`config.mk`:
```
export PLATFORM = sky130hd
export DESIGN_NAME = rs_issue_arbiter
export DESIGN_NICKNAME = d
export VERILOG_FILES = /design/src/rtl/rs_issue_arbiter.sv
export SDC_FILE = /design/constraint.sdc
export NUM_CORES = 1
export LEC_CHECK = 0
export BUFFER_PORTS_ARGS = -buffer_cell sky130_fd_sc_hd__clkbuf_2
export CORE_MARGIN = 10
export CORE_UTILIZATION = 30
export DETAILED_ROUTE_END_ITERATION = 12
export SLEW_MARGIN = 20
export SYNTH_ARGS = -nofsm -noshare
export SYNTH_HDL_FRONTEND = slang
export SYNTH_SLANG_ARGS = --single-unit
export TNS_END_PERCENT = 50
```
`constraint.sdc`:
```
create_clock -name clk -period 2.4 [get_ports clk]
set_input_delay 0.36 -clock clk [delete_from_list [all_inputs] [get_ports clk]]
set_output_delay 0.36 -clock clk [all_outputs]
set_load 0.02 [all_outputs]
```
`src/rtl/rs_issue_arbiter.sv`:
```
// Oldest-first N-channel reservation-station merge feeding one execution unit
// via a registered issue stage. Optional starvation guard: RS_ARB_STARVE_GUARD_EN.
module rs_issue_arbiter #(
  parameter int CHANNELS     = 3,
  parameter int OP_WIDTH     = 32,
  parameter int RS_ID_WIDTH  = 5,
  parameter int CTRL_WIDTH   = 16,
  parameter int SEQ_WIDTH    = 6,
  parameter int STARVE_LIMIT = 8
) (
  input  logic                                   clk,
  input  logic                                   rst,
  input  logic [0:CHANNELS-1]                    in_valid,
  output logic [0:CHANNELS-1]                    in_ready,
  input  logic [CHANNELS-1:0][RS_ID_WIDTH-1:0]   in_rs_id,
  input  logic [CHANNELS-1:0][SEQ_WIDTH-1:0]     in_seq,
  input  logic [CHANNELS-1:0][OP_WIDTH-1:0]      in_op,
  input  logic [CHANNELS-1:0][CTRL_WIDTH-1:0]    in_control,
  output logic                                   out_valid,
  input  logic                                   out_ready,
  output logic [RS_ID_WIDTH-1:0]                 out_rs_id,
  output logic [OP_WIDTH-1:0]                    out_op,
  output logic [CTRL_WIDTH-1:0]                  out_control,
  output logic [$clog2(CHANNELS)-1:0]            out_channel
);

  localparam int CH_W = $clog2(CHANNELS);

  if (CHANNELS < 2 || STARVE_LIMIT < 1) begin : g_bad_cfg
    $error("rs_issue_arbiter: CHANNELS must be >= 2 and STARVE_LIMIT >= 1");
  end

  // Wrap-safe age compare: a is older than b when (a-b) has its top bit set.
  function automatic logic is_older(input logic [SEQ_WIDTH-1:0] a,
                                    input logic [SEQ_WIDTH-1:0] b);
    logic [SEQ_WIDTH-1:0] diff;
    diff = a - b;
    return diff[SEQ_WIDTH-1];
  endfunction

  logic [0:CHANNELS-1] age_cand;
  logic                age_found;
  logic [CH_W-1:0]     age_idx;
  logic                any_valid;
  logic [CH_W-1:0]     first_valid_idx;
  logic [CH_W-1:0]     grant_idx;
  logic                accept;

  // A channel is a candidate when it is not younger than any higher-index
  // valid channel and strictly older than every lower-index valid channel.
  always_comb begin
    // NOTE: every variable gets a default before any conditional write,
    // otherwise the tool infers a latch to hold the old value.
    age_cand = in_valid;
    for (int i = 0; i < CHANNELS; i++) begin
      for (int j = 0; j < CHANNELS; j++) begin
        if (j != i && in_valid[j]) begin
          if (j < i) begin
            if (!is_older(in_seq[i], in_seq[j])) age_cand[i] = 1'b0;
          end else if (is_older(in_seq[j], in_seq[i])) begin
            age_cand[i] = 1'b0;
          end
        end
      end
    end
  end

  // Lowest-index candidate wins; lowest valid channel is the fallback when
  // tags span more than half the sequence space and no total order exists.
  always_comb begin
    age_found       = 1'b0;
    age_idx         = '0;
    any_valid       = 1'b0;
    first_valid_idx = '0;
    for (int i = CHANNELS - 1; i >= 0; i--) begin
      if (age_cand[i]) begin
        age_found = 1'b1;
        age_idx   = CH_W'(i);
      end
      if (in_valid[i]) begin
        any_valid       = 1'b1;
        first_valid_idx = CH_W'(i);
      end
    end
    if (!age_found) age_idx = first_valid_idx;
  end

`ifdef RS_ARB_STARVE_GUARD_EN
  localparam int                CNT_W   = $clog2(STARVE_LIMIT + 1);
  localparam logic [CNT_W-1:0]  CNT_MAX = CNT_W'(STARVE_LIMIT);

  logic [CNT_W-1:0] wait_cnt [CHANNELS];
  logic             starve_hit;
  logic [CH_W-1:0]  starve_idx;

  always_comb begin
    starve_hit = 1'b0;
    starve_idx = '0;
    for (int i = CHANNELS - 1; i >= 0; i--) begin
      if (in_valid[i] && wait_cnt[i] == CNT_MAX) begin
        starve_hit = 1'b1;
        starve_idx = CH_W'(i);
      end
    end
  end

  assign grant_idx = starve_hit ? starve_idx : age_idx;

  always_ff @(posedge clk) begin
    if (!rst) begin
      for (int i = 0; i < CHANNELS; i++) wait_cnt[i] <= '0;
    end else begin
      for (int i = 0; i < CHANNELS; i++) begin
        if (in_ready[i] || !in_valid[i]) begin
          wait_cnt[i] <= '0;
        end else if (wait_cnt[i] != CNT_MAX) begin
          wait_cnt[i] <= wait_cnt[i] + 1'b1;
        end
      end
    end
  end
`else
  assign grant_idx = age_idx;
`endif

  // Held low through reset so no station sees a handshake it cannot complete.
  assign accept = rst & (~out_valid | out_ready);

  always_comb begin
    in_ready = '0;
    if (accept && any_valid) in_ready[grant_idx] = 1'b1;
  end

  always_ff @(posedge clk) begin
    // NOTE: sequential state uses non-blocking assignments so every register
    // samples pre-edge values regardless of statement order.
    if (!rst) begin
      out_valid   <= 1'b0;
      out_rs_id   <= '0;
      out_op      <= '0;
      out_control <= '0;
      out_channel <= '0;
    end else if (accept) begin
      out_valid <= any_valid;
      if (any_valid) begin
        out_rs_id   <= in_rs_id[grant_idx];
        out_op      <= in_op[grant_idx];
        out_control <= in_control[grant_idx];
        out_channel <= grant_idx;
      end
    end
  end

endmodule

```
# Word level (Yosys, flattened, before mapping)
# Index checks and enable logic that the tools add are counted.
dict set report totals {
  reg_bits 56
  latchBits 0
  mem_bits_rw 0
  mem_bits_ro 0
  inputBits 183
  output_inout_bits 59
  word_cells 52
  mem_count 0
}
dict set report classes {
  addsub 3
  n_mul 0
  div_mod_pow 0
  magnitude_cmp 3
  eq_ne 0
  n_shift 0
  n_mux 34
  n_bitwise 4
  n_reduce_logical 3
}
# operator count
set op_table {}
lappend op_table {{$bmux W32 S2} 1}
lappend op_table {{$bmux W16 S2} 1}
lappend op_table {{$mux W32} 1}
lappend op_table {{$mux W1} 19}
lappend op_table {{$sub A6 B6 Y6} 3}
lappend op_table {{$mux W16} 1}
lappend op_table {{$mux W2} 7}
lappend op_table {{$bmux W5 S2} 1}
lappend op_table {{$mux W5} 1}
lappend op_table {{$ge A3 B3 Y1 const B} 1}
lappend op_table {{$lt A2 B3 Y1 const B} 1}
lappend op_table {{$lt A3 B1 Y1 const B} 1}
lappend op_table {{$mux W3} 1}
lappend op_table {{$not A2 Y3} 1}
lappend op_table {{$demux W1 S2} 1}
lappend op_table {{$logic_and A1 B1 Y1} 2}
lappend op_table {{$reduce_and A2 Y1} 1}
lappend op_table {{$and A1 B1 Y1} 1}
lappend op_table {{$not A1 Y1} 1}
lappend op_table {{$or A1 B1 Y1} 1}

# Logic depth before layout (Yosys ltp)
dict set report logic_depth {
  depth_word 15
  depth_mapped 11
  mapped_depth_nobuf 9
}

# Worst setup path after synthesis
# OpenSTA, ideal clock, no wires.
dict set report synth_path {
  path_kind {in2out}
  startpoint {in in_seq[2] (netlist bit)}
  endpoint {out in_ready[0] (netlist bit)}
  t_arrival_ns 2.014
  required_time_ns 2.040
  slack_ns 0.026
  cell_stages 10
  n_path_buf 2
  cell_sequence {inv_1 ha_1 a211oi_1 nor2_1 nor3_2 xnor2_1 o211ai_2 buf_8 buf_6 nor2b_1}
}
dict set report synth_between {
  elab_chain_cells 15
  word_cells_on_any_way 28
  classes_between {2 x add/sub; 2 x order compare; 22 x mux; 1 x bitwise; 1 x reduce/logical}
}
# item line
set synth_rtl {}
lappend synth_rtl {{from (decl)} 16} ;# input logic [CHANNELS-1:0][SEQ_WIDTH-1:0] in_seq,
lappend synth_rtl {{$sub A6 B6 Y6} 37} ;# diff = a - b;
lappend synth_rtl {{$mux W1} 59} ;# if (!is_older(in_seq[i], in_seq[j])) age_cand[i] = 1'b0;
lappend synth_rtl {{$mux W1} 57} ;# if (j != i && in_valid[j]) begin
lappend synth_rtl {{$mux W1} 59}
lappend synth_rtl {{$mux W1} 57}
lappend synth_rtl {{$mux W1 or $mux W2 (tied branches) (3 in a row)} 76} ;# if (age_cand[i]) begin
lappend synth_rtl {{$mux W2 (*)} 85} ;# if (!age_found) age_idx = first_valid_idx;
lappend synth_rtl {{$not A2 Y3 (not written as such) (*)} 131} ;# if (accept && any_valid) in_ready[grant_idx] = 1'b1;
lappend synth_rtl {{$ge A3 B3 Y1 (not written as such) or $lt A3 B1 Y1 (tied branches)} 131}
lappend synth_rtl {{$logic_and A1 B1 Y1 (not written as such)} 131}
lappend synth_rtl {{$mux W1 (not written as such)} 131}
lappend synth_rtl {{$demux W1 S2 (*)} 131}
lappend synth_rtl {{$mux W3 (*)} 131}
lappend synth_rtl {{to (decl)} 14} ;# output logic [0:CHANNELS-1] in_ready,
# Every way passes the cells marked *; elsewhere a longest branch is shown, timed or not.

# Worst setup path after layout
# Ends and elaborated chain as after synthesis.

==> results.tsv <==
metric	value	unit
Avg WL per Cell	17.3	um
TritonCTS buffer count	5	
synthesized flop and latch total	56	
synthesized area	3030	um^2
ys async rst share	0	%
vias in the first global route	3496	
power per cell area	593	nW/um^2
Synthesis Warnings	0	
Die ar.	14500	um^2
Gate Count Post-Synth	302	
DRT iter0 DRCs	120	
gr usage total	14.7	%
Area Overhead vs Synth	49.8	%
worst path arrival time	2.06	ns
syn nets	497	
critical path class	in -> out	
Site Rows	36	
share of layout cells above drive strength 1	52.4	%
dpl ws	-0.0241	ns
Layout Skew	0.00223	ns
IO Port Bufs	241	
Chip Height	121	um
Critical Path RT	2.04	ns
I/O Pins	242	
initial antenna violation count	0	
crit path max fanout	6	
CTS sink cnt	56	
maximum vdd drop	235	uV
commonest non-fill, non-tap cell in the layout	clkbuf_2	
antenna diode count	0	
Worst setup EP type	primary output	
area of the multi-input gates	1760	um^2
failing checks	negative setup slack	
fillers	1003	
Avg Cell Area, Syn	10.0	um^2
root buf cell	clkbuf_8	
Tmin final	2.42	ns
global-route wire length before repair	17700	um
top_reg_cell synth	dfxtp_1	
Design Power	2.69	mW
Max-cap violations	0	
DRC violations left	0	
FMAX	413	MHz
GR Overflow Total	0	
TritonRoute pass-1 iters	7	
Worst Hold Class	in -> reg	
Vias	3246	
TritonCTS clock tree	yes	
Rel. slew slack	71.3	%
Post-CTS Hold Buffers	0	
DIE WIDTH	121	um
final hold violation count	0	
Vias per Instance	4.81	
commonest non-fill, non-tap cells in the layout	236 x clkbuf_2, 56 x dfxtp_1, 53 x mux2i_1, 53 x a22oi_1, 52 x o21ai_1	
RSZ-0062 raised after global routing	yes	
final slew viol count	0	
core area	9820	um^2
status	finished, violations left	
initial core utilization	30.9	%
Post-synth EDFFs	0	
H-tree Lvls	2	
routed wire length	11700	um
GPL Wtd Cong	0.826	
Yosys cell types	39	
fin crit share	101	%
pin count of the biggest net entering global routing	39	
hpwl dp	9940	um
measured slew at the worst slew-check pin	0.430	ns
fin nets	737	
clock latency at the later pin of the worst-skew pair	0.30	ns
CTS clk-pin slew, worst paths	0.10	ns
startpoint types	input pin	
Post-DRT Antenna Nets	0	
maximum clock insertion buffer count	2	
PnR worst setup slack	-0.0205	ns
share of the yosys chip area belonging to registers	37.0	%
endpoints failing setup	1	
sequential cell area	1120	um^2
Leakage	2.46	nW
-- synth_stat cells (all sizes together), types with 3 or more instances --
cell type  count  share of area [%]
o21ai         57                9.5
dfxtp         56                 37
a22oi         53                 13
mux2i         53                 18
buf           20                6.6
ha            12                5.0
inv           11                1.4
a21oi          4               0.78
nor2           4               0.58
nand2          3               0.37
nor2b          3               0.62
nor3           3                1.0
xnor2          3                1.1
-- final timing paths --
path                               start                           to  slack [ns]  cells past startpoint
min reg2reg  out_channel[1]$_SDFFE_PN0P_  out_channel[1]$_SDFFE_PN0P_        0.46                      1
max                            in_seq[2]                  in_ready[0]       -0.02                     11
max reg2reg       out_valid$_SDFFE_PN0P_  out_control[0]$_SDFFE_PN0P_        0.88                      6
min                            in_op[79]      out_op[15]$_SDFFE_PN0P_        0.28                      3
-- stage by stage --
step	cells	area, um^2	setup TNS [ns]	util, %	hold slack, ns
floorplan	302	3030	0	-	0.506
global placement	667	4340	0	44.2	0.436
detailed placement	667	4340	-0.0396	44.2	0.441
CTS	674	4420	0	45.0	0.278
global route	675	4540	-0.160	46.2	0.281
finish	675	4540	-0.0205	46.2	0.284
-- cell type report --
class / count / share of cell area, %
tap: 133 / 3.67
inverter: 11 / 1.02
clock inverter: 2 / 0.276
clock buffer: 5 / 1.52
timing repair buffer: 255 / 30.1
multi-input combinational: 213 / 38.7
sequential: 56 / 24.7
-- sequential cells by signal, indices dropped and copies added, names as in the netlist --
signal and count:
out_valid 1, out_rs_id 5, out_channel 2, out_control 16, out_op 32
-- timing repair --
action,4_1_cts,5_1_grt
hold endpoints to repair,0,0
gates cloned,0,0
pin swaps,0,14
setup buffers,0,1
gates resized for setup,1,29
endpoints found under the setup margin,1,3
-- logic make-up (layout without fill, tap and decap cells) --
group / after synthesis / count (layout) / share of synthesized area [%]
DFF: 56 / 56 / 37.0
and+or+nand+nor: 19 / 19 / 3.84
xor gates and xnor gates: 5 / 5 / 1.69
muxes: 53 / 53 / 17.5
adders and majority gates: 12 / 12 / 4.95
AOI/OAI and AO/OA: 124 / 124 / 26.8
buffers and inverters: 33 / 273 / 8.22
-- power breakdown --
group | total [mW] | internal (mW) | leakage [nW] | switching [mW]
sequential | 1.15 | 1.08 | 0.466 | 0.0770
clock | 0.497 | 0.199 | 0.0400 | 0.299
combinational | 1.04 | 0.458 | 1.95 | 0.583
-- worst max-delay path: stages --
cell,delay [ns]
buf_8,0.10
inv_6,0.05
ha_4,0.19
a211oi_2,0.22
nor2_1,0.08
nor3_2,0.28
xnor2_2,0.13
o211ai_4,0.23
buf_12,0.15
nor2b_4,0.13
buf_6,0.12
-- layer usage --
metal	up-vias	global-route usage, %	wire [um]
met5	-	0	0
met4	0	4.15	157
met3	12	6.75	1300
met2	169	26.2	5830
met1	1450	15.0	4370
li1	1615	-	-
Power figures use the tool's default switching activity.
